<file path="config.mk">
export PLATFORM = sky130hd
export DESIGN_NAME = duel_referee
export DESIGN_NICKNAME = d
export VERILOG_FILES = /design/src/rtl/duel_referee.sv
export SDC_FILE = /design/constraint.sdc
export NUM_CORES = 1
export LEC_CHECK = 0
export BUFFER_PORTS_ARGS = -buffer_cell sky130_fd_sc_hd__buf_2
export CAP_MARGIN = 30
export CORE_ASPECT_RATIO = 1.1
export CORE_UTILIZATION = 47
export CTS_BUF_LIST = sky130_fd_sc_hd__clkbuf_4 sky130_fd_sc_hd__clkbuf_8
export DETAILED_ROUTE_END_ITERATION = 10
export HOLD_SLACK_MARGIN = 0.15
export PLACE_DENSITY = 0.85
export SYNTH_ARGS = -nofsm -noshare
export SYNTH_HDL_FRONTEND = slang
export SYNTH_SLANG_ARGS = --single-unit
</file>
<file path="constraint.sdc">
create_clock -name clk_in -period 2.79 [get_ports clk_in]
set_input_delay 0.4185 -clock clk_in [delete_from_list [all_inputs] [get_ports clk_in]]
set_output_delay 0.4185 -clock clk_in [all_outputs]
set_load 0.02 [all_outputs]
</file>
<file path="src/rtl/duel_referee.sv">
// Duel game-logic stage: per-side saber FSMs, per-frame hit tests and health.
// All outputs are registered for the display path.
module duel_referee #(
    parameter int MAX_HEALTH      = 5,
    parameter int ATTACK_FRAMES   = 30,
    parameter int COOLDOWN_FRAMES = 20
) (
    input  logic        clk_in,
    input  logic        rst_in,
    input  logic        nf_in,
    input  logic        new_game_in,
    input  logic        player_attack_req_in,
    input  logic        opponent_attack_req_in,
    input  logic        player_block_in,
    input  logic        opponent_block_in,
    input  logic [11:0] player_saber_x_in,
    input  logic [11:0] opponent_saber_x_in,
    input  logic [10:0] player_saber_y_in,
    input  logic [10:0] opponent_saber_y_in,
    input  logic [11:0] player_box_x_in,
    input  logic [11:0] player_box_xmax_in,
    input  logic [10:0] player_box_y_in,
    input  logic [10:0] player_box_ymax_in,
    input  logic [11:0] opponent_box_x_in,
    input  logic [11:0] opponent_box_xmax_in,
    input  logic [10:0] opponent_box_y_in,
    input  logic [10:0] opponent_box_ymax_in,
    output logic [2:0]  player_health_out,
    output logic [2:0]  opponent_health_out,
    output logic [1:0]  player_saber_state_out,
    output logic [1:0]  opponent_saber_state_out,
    output logic [11:0] player_attack_x_out,
    output logic [11:0] opponent_attack_x_out,
    output logic [10:0] player_attack_y_out,
    output logic [10:0] opponent_attack_y_out,
    output logic        attack_valid_out,
    output logic        game_over_out
);

    typedef enum logic [1:0] {
        IDLE     = 2'd0,
        ATTACK   = 2'd1,
        BLOCK    = 2'd2,
        COOLDOWN = 2'd3
    } saber_state_t;

    localparam int MAX_FRAMES =
        (ATTACK_FRAMES > COOLDOWN_FRAMES) ? ATTACK_FRAMES : COOLDOWN_FRAMES;
    localparam int NEED_W = $clog2(MAX_FRAMES + 1);
    localparam int CW     = (NEED_W > 6) ? NEED_W : 6;

    localparam logic [2:0]    HEALTH_INIT = 3'(MAX_HEALTH);
    localparam logic [CW-1:0] ATK_INIT    = CW'(ATTACK_FRAMES);
    localparam logic [CW-1:0] CD_INIT     = CW'(COOLDOWN_FRAMES);

    saber_state_t  p_state, o_state;
    saber_state_t  p_state_n, o_state_n;
    logic [CW-1:0] p_cnt, o_cnt;
    logic [CW-1:0] p_cnt_n, o_cnt_n;
    logic          p_latch, o_latch;

    logic p_inside, o_inside;
    logic p_hit, o_hit;
    logic p_dmg, o_dmg;
    logic frozen;

    assign player_saber_state_out   = p_state;
    assign opponent_saber_state_out = o_state;

    // Inclusive, unsigned containment of each tip in the other side's box.
    assign p_inside = (player_saber_x_in >= opponent_box_x_in)
                   && (player_saber_x_in <= opponent_box_xmax_in)
                   && (player_saber_y_in >= opponent_box_y_in)
                   && (player_saber_y_in <= opponent_box_ymax_in);

    assign o_inside = (opponent_saber_x_in >= player_box_x_in)
                   && (opponent_saber_x_in <= player_box_xmax_in)
                   && (opponent_saber_y_in >= player_box_y_in)
                   && (opponent_saber_y_in <= player_box_ymax_in);

    // Health at zero freezes play now, not only once game_over_out is up.
    assign frozen = game_over_out
                 || (player_health_out == 3'd0)
                 || (opponent_health_out == 3'd0);

    assign p_hit = nf_in && !frozen && (p_state == ATTACK) && p_inside;
    assign o_hit = nf_in && !frozen && (o_state == ATTACK) && o_inside;

    // Defender state is the pre-edge register, so trades always land.
    assign p_dmg = p_hit && (o_state != BLOCK);
    assign o_dmg = o_hit && (p_state != BLOCK);

    always_comb begin
        p_state_n = p_state;
        p_cnt_n   = p_cnt;
        p_latch   = 1'b0;
        unique case (p_state)
            IDLE: begin
                if (player_attack_req_in) begin
                    p_state_n = ATTACK;
                    p_cnt_n   = ATK_INIT;
                    p_latch   = 1'b1;
                end else if (player_block_in) begin
                    p_state_n = BLOCK;
                end
            end
            BLOCK: begin
                if (!player_block_in)
                    p_state_n = IDLE;
            end
            ATTACK: begin
                if (nf_in) begin
                    if (p_hit || p_cnt <= 1) begin
                        p_state_n = COOLDOWN;
                        p_cnt_n   = CD_INIT;
                    end else begin
                        p_cnt_n = p_cnt - 1'b1;
                    end
                end
            end
            COOLDOWN: begin
                if (nf_in) begin
                    if (p_cnt <= 1) begin
                        p_state_n = IDLE;
                        p_cnt_n   = '0;
                    end else begin
                        p_cnt_n = p_cnt - 1'b1;
                    end
                end
            end
        endcase
    end

    always_comb begin
        o_state_n = o_state;
        o_cnt_n   = o_cnt;
        o_latch   = 1'b0;
        unique case (o_state)
            IDLE: begin
                if (opponent_attack_req_in) begin
                    o_state_n = ATTACK;
                    o_cnt_n   = ATK_INIT;
                    o_latch   = 1'b1;
                end else if (opponent_block_in) begin
                    o_state_n = BLOCK;
                end
            end
            BLOCK: begin
                if (!opponent_block_in)
                    o_state_n = IDLE;
            end
            ATTACK: begin
                if (nf_in) begin
                    if (o_hit || o_cnt <= 1) begin
                        o_state_n = COOLDOWN;
                        o_cnt_n   = CD_INIT;
                    end else begin
                        o_cnt_n = o_cnt - 1'b1;
                    end
                end
            end
            COOLDOWN: begin
                if (nf_in) begin
                    if (o_cnt <= 1) begin
                        o_state_n = IDLE;
                        o_cnt_n   = '0;
                    end else begin
                        o_cnt_n = o_cnt - 1'b1;
                    end
                end
            end
        endcase
    end

    always_ff @(posedge clk_in or posedge rst_in) begin
        if (rst_in) begin
            p_state               <= IDLE;
            o_state               <= IDLE;
            p_cnt                 <= '0;
            o_cnt                 <= '0;
            player_health_out     <= HEALTH_INIT;
            opponent_health_out   <= HEALTH_INIT;
            player_attack_x_out   <= '0;
            player_attack_y_out   <= '0;
            opponent_attack_x_out <= '0;
            opponent_attack_y_out <= '0;
            attack_valid_out      <= 1'b0;
            game_over_out         <= 1'b0;
        end else if (new_game_in) begin
            p_state             <= IDLE;
            o_state             <= IDLE;
            p_cnt               <= '0;
            o_cnt               <= '0;
            player_health_out   <= HEALTH_INIT;
            opponent_health_out <= HEALTH_INIT;
            attack_valid_out    <= 1'b0;
            game_over_out       <= 1'b0;
        end else if (frozen) begin
            p_state          <= IDLE;
            o_state          <= IDLE;
            p_cnt            <= '0;
            o_cnt            <= '0;
            attack_valid_out <= 1'b0;
            game_over_out    <= 1'b1;
        end else begin
            p_state          <= p_state_n;
            o_state          <= o_state_n;
            p_cnt            <= p_cnt_n;
            o_cnt            <= o_cnt_n;
            attack_valid_out <= p_dmg || o_dmg;
            game_over_out    <= 1'b0;
            if (p_latch) begin
                player_attack_x_out <= player_saber_x_in;
                player_attack_y_out <= player_saber_y_in;
            end
            if (o_latch) begin
                opponent_attack_x_out <= opponent_saber_x_in;
                opponent_attack_y_out <= opponent_saber_y_in;
            end
            if (p_dmg && opponent_health_out != 3'd0)
                opponent_health_out <= opponent_health_out - 3'd1;
            if (o_dmg && player_health_out != 3'd0)
                player_health_out <= player_health_out - 3'd1;
        end
    end

endmodule

</file>
* Word level (Yosys, flattened, before mapping) *
Cells that the tools add are included.
Widths: inputs -> output; s select.

cells by class
  $add $sub $neg = 4
  magnitude comparators = 10
  equality and inequality tests = 23
  muxes and demuxes = 50
  bitwise gates (word level) = 2
  reductions and logical operators = 39

operators by type and width
  kind                 count
  $mux 6               14
  $ne 4x4->1 const B   10
  $mux 2               18
  $pmux 6 s3           2
  $ge 12x12->1         2
  $le 12x12->1         2
  $ge 11x11->1         2
  $le 11x11->1         2
  $mux 3               6
  $pmux 2 s4           2
  $logic_and 1x1->1    15
  $le 6x1->1 const B   2
  $reduce_and 6->1     2
  $sub 6x1->6 const B  2
  $ne 5x5->1 const B   2
  $reduce_bool 5->1    2
  $eq 2x2->1 const B   4
  $mux 1               8
  $ne 4x3->1 const B   2
  $reduce_and 4->1     2
  $logic_not 3->1      2
  $ne 2x2->1 const B   3
  $reduce_and 3->1     2
  $reduce_bool 3->1    2
  8 further kinds      18

word-level totals
  register bits = 70
  input bits = 146
  output and inout port bits = 58
  logic and storage cells = 140

* Logic depth before layout (Yosys ltp) *
  word-level depth = 13
  gate-level depth with buffers = 10
  mapped depth without buffers = 10

* Worst setup path before layout *
No wires, ideal clock.

  kind = register to register
  start point = register player_health_out[0]
  end point = register opponent_health_out[1]
  setup time = 0.125 ns
  arrival = 2.811 ns
  data required time = 2.665 ns
  path slack = -0.146 ns
  cell stages (with the launch flop) = 11
  path buffers = 0
  clock period less this slack = 2.936 ns
  cells stage by stage = dfstp_2 inv_1 ha_1 ha_1 or3_4 nor3_1 o21ai_0 a21oi_1 or4b_1 a21oi_2 mux2_2

on the way
  word-level cells in the longest chain between the ends = 11
  elaborated cells between the ends (all ways) = 12
  those cells by class = eq/ne (1); reduce/logical (11)

RTL lines
  what                                   line  RTL
  from (decl)                            28    output logic [2:0] player_health_out,
  from (signal assigned)                 223   player_health_out <= player_health_out - 3'd1;
  $logic_not 3->1 (*)                    83    || (player_health_out == 3'd0)
  $logic_or 1x1->1 (*)                   83
  $logic_or 1x1->1 (*)                   84    || (opponent_health_out == 3'd0);
  $logic_not 1->1                        86    assign p_hit = nf_in && !frozen && (p_state == ATTACK) && p_inside;
  $logic_and 1x1->1 (3 in a row)         86
  $logic_and 1x1->1                      90    assign p_dmg = p_hit && (o_state != BLOCK);
  $logic_and 1x1->1                      220   if (p_dmg && opponent_health_out != 3'd0)
  $reduce_bool 2->1 (no source line)     --
  $reduce_and 2->1 (no source line) (*)  --
  to (signal assigned)                   221   opponent_health_out <= opponent_health_out - 3'd1;
  to (decl)                              29    output logic [2:0] opponent_health_out,

Every way passes the cells marked *; elsewhere a longest branch is shown, timed or not.
A chain may end at the register's enable or synchronous reset.

* Worst setup path after layout *
Same ends and word-level chain as after synthesis.

==> metrics.md <==
| Metric | Value |
|---|---|
| Outcome | `complete, but fails checks` |
| Violated checks | `setup timing` |
| Time the worst path needs with I/O delays and setup | `2.81 ns` |
| Met2 Resource Use GR | `0.448` |
| Inserted Clock Buffers | `9` |
| GPL Wtd Cong | `just under 0.9` |
| Clk_skew | `~0.012 ns` |
| Most frequent cells after synthesis | `inv_1 (108), ha_1 (100), dfrtp_1 (66)` |
| Ys async rst share | `1.00` |
| Global route overflow | `0` |
| Global-route wire length before repair | `about 23 mm` |
| DP HPWL | `11.7 mm` |
| Top cells by area, synth | `dfrtp_1 (30%), ha_1 (23%), mux2_2 (8.9%), inv_1 (7.4%), a21oi_1 (3.6%)` |
| Met1 Resource Use GR | `0.277` |
| Max Cap Viol | `0` |
| PortBufs | `203` |
| Layout net count | `1,056` |
| Arrival time at the worst endpoint | `3.07 ns` |
| PwrDens | `552 mW/mm²` |
| Area grow syn2layout | `30.6%` |
| Gr usage total | `0.247` |
| H-tree levels | `3` |
| Core ar. | `0.0111 mm²` |
| CTS Sinks | `70` |
| Post-synth EDFFs | `0` |
| Reg clk slew, reported paths | `0.09 ns` |
| DR vias | `a little over 5,000` |
| Slew HR | `0.585` |
| Hold Fails Final Rpt | `0` |
| Worst setup margin | `-0.0234 ns` |
| DIE AREA | `0.0121 mm²` |
| Busiest grt layer | `met2` |
| Unrepaired setup endpoints after global routing | `true` |
| Drt wl/cell | `between 15 and 20 µm` |
| Count leader, synth | `inv_1` |
| N_diodes | `0` |
| Mean Syn Cell Area | `9.38 µm²` |
| Synthesized area | `0.00547 mm²` |
| R2R Setup Slk | `-0.02 ns` |
| Setup CP Type | `flop to flop` |
| Remaining antenna violation count | `0` |
| Max-slew violation count | `0` |
| Layout cells sized above 1 | `0.384` |
| Io pins | `204` |
| Max frequency | `0.355 GHz` |
| Hold Worst Slack | `0.324 ns` |
| Post-Syn Instances | `583` |
| Register bit total from synthesis | `70` |
| Synth area leader | `dfrtp_1` |
| Initial core utilization | `0.492` |
| Largest net degree at the start of global routing | `33` |
| Met3 usage | `0.0601` |
| Worst Max-Slew Pin Slew | `0.619 ns` |
| Crit Path Max Fanout | `5` |
| Row Count | `40` |
| Clk Tree Root Cell | `clkbuf_8` |
| Launch point of the worst reg-to-reg path | `player_health_out[0]$_DFFE_PP1P_` |
| Crit path launch | `player_health_out[0]$_DFFE_PP1P_` |
| Netlist cell types | `57` |
| CP Launch Type | `flop` |
| Post-synthesis sequential area ratio | `0.321` |
| Die Span Y | `115 µm` |
| LEAKAGE | `3.90 nW` |
| Fin crit share | `1.01` |
| Yosys warns | `0` |
| Critical Path RT | `about 3 ns` |
| DRT Pass-1 Iters | `4` |
| Drt via density | `between 5 and 6` |
| Die X | `105 µm` |
| Area share of the largest cell type after synthesis | `0.302` |
| CTS tree | `yes` |
| Iter 0 DRT Violations | `about 250` |
| Setup Viol. Count Final | `1` |
| HP Start | `opponent_saber_y_in[3]` |
| Hold WC Path Type | `input pin to flop` |
| Vias in the first global route | `approximately 5,000` |
| Clock latency on the worst-skew pair | `roughly 0.36 ns` |
| Setup crit end kind | `flop` |
| DRC | `0` |
| Final wirelength | `14.7 mm` |
| Dpl ws | `-0.134 ns` |
| Dominant synthesized flop cell | `dfrtp_1` |
| Initial antenna violation count | `0` |
| Net count after synthesis | `829` |
| CTS Buffer Depth | `2` |
| Peak supply drop | `0.401 mV` |
## flip-flops by register name, indices dropped and copies added, names as in the netlist
signal	flops
player_saber_state_out	2
player_attack_x_out	12
attack_valid_out	1
p_cnt	6
opponent_attack_y_out	11
opponent_attack_x_out	12
o_cnt	6
game_over_out	1
opponent_health_out	3
opponent_saber_state_out	2
player_attack_y_out	11
player_health_out	3
## critical path, cell delays in order, from the launching register on
cell and delay, ns:
dfstp_2 0.54, inv_2 0.05, ha_4 0.15, ha_4 0.15
or3_4 0.44, nor3_4 0.19, o21ai_2 0.08, a21oi_2 0.12
or4b_4 0.52, a21oi_4 0.16, mux2_4 0.31
## area by class of cell
cell class	instances	area, µm²
well taps	147	184
clock buffers	10	131
fillers	932	3960
flip-flops and latches	70	1760
repair buffers	228	1220
clock inverters	6	62.6
inverters	108	405
multi-input cells	393	3380
## cell families after synthesis
group,count (synthesis),synth area share
xor+xnor,5,0.00801
flops,70,0.321
compound gates,113,0.138
mux,49,0.0995
simple gates,126,0.122
buf+inv,120,0.0823
fa+ha+maj,100,0.229
## where the power goes
part	leakage, nW	internal (W)	switching (W)
registers	0.852	0.00129	0.000168
logic	2.95	0.000713	0.000927
clock network	0.0917	0.000420	0.000429
total	3.90	0.00242	0.00152
## per-layer routing
| layer | vias up | wire length (µm) |
|---|---|---|
| met3 | 25 | 1010 |
| li1 | 2504 | - |
| met2 | 208 | 7080 |
| met4 | 0 | 453 |
| met5 | - | 0 |
| met1 | 2312 | 6110 |
## repair_timing
action / CTS / global route
gates resized for setup: 12 / 9
hold endpoints to repair: 13 / 0
setup endpoints to repair: 18 / 19
setup buffers: 3 / 3
pin swaps: 7 / 10
hold buffers: 1 / 0
## path summary, 6_finish.rpt
kind	endpoint	cells after the start
hold / removal	opponent_attack_y_out[3]$_DFFE_PP0P_	2
setup reg to reg	opponent_health_out[1]$_DFFE_PP0P_	10
hold reg to reg	player_attack_x_out[0]$_DFFE_PP0P_	2
max in group asynchronous	player_health_out[0]$_DFFE_PP1P_	4
setup / recovery	opponent_health_out[1]$_DFFE_PP0P_	10
min in group asynchronous	player_attack_y_out[0]$_DFFE_PP0P_	3
## layout by cell type, fill, tap and decap left out, types with 3 or more instances in the layout
master and count:
buf_2 203, inv_1 106, ha_1 96, dfrtp_1 66
mux2_2 42, a21oi_1 38, nand2_1 32, nor2_1 22
buf_4 22, o21ai_0 21, nand4_1 15, a21o_1 10
nand3_1 10, clkbuf_8 9, nor3_1 8, nand2b_1 7
nor2b_1 6, mux2i_1 6, or3_1 6, a31oi_1 5
a211oi_1 4, o31a_1 4, a211o_1 4, dfstp_2 4
xnor2_1 3, o221a_2 3, clkinvlp_4 3
## through the flow
stage               power [W]  utilization  instance area [µm²]  cells  TNS, ns
floorplan             0.00248            -                 5480    583   -0.117
global placement      0.00302        0.611                 6790    939  -0.0183
detailed placement    0.00307        0.611                 6790    939   -0.959
CTS                   0.00394        0.637                 7080    959        0
global route          0.00419        0.643                 7150    962   -0.393
finish                0.00394        0.643                 7150    962  -0.0234
Power figures use the tool's default switching activity.
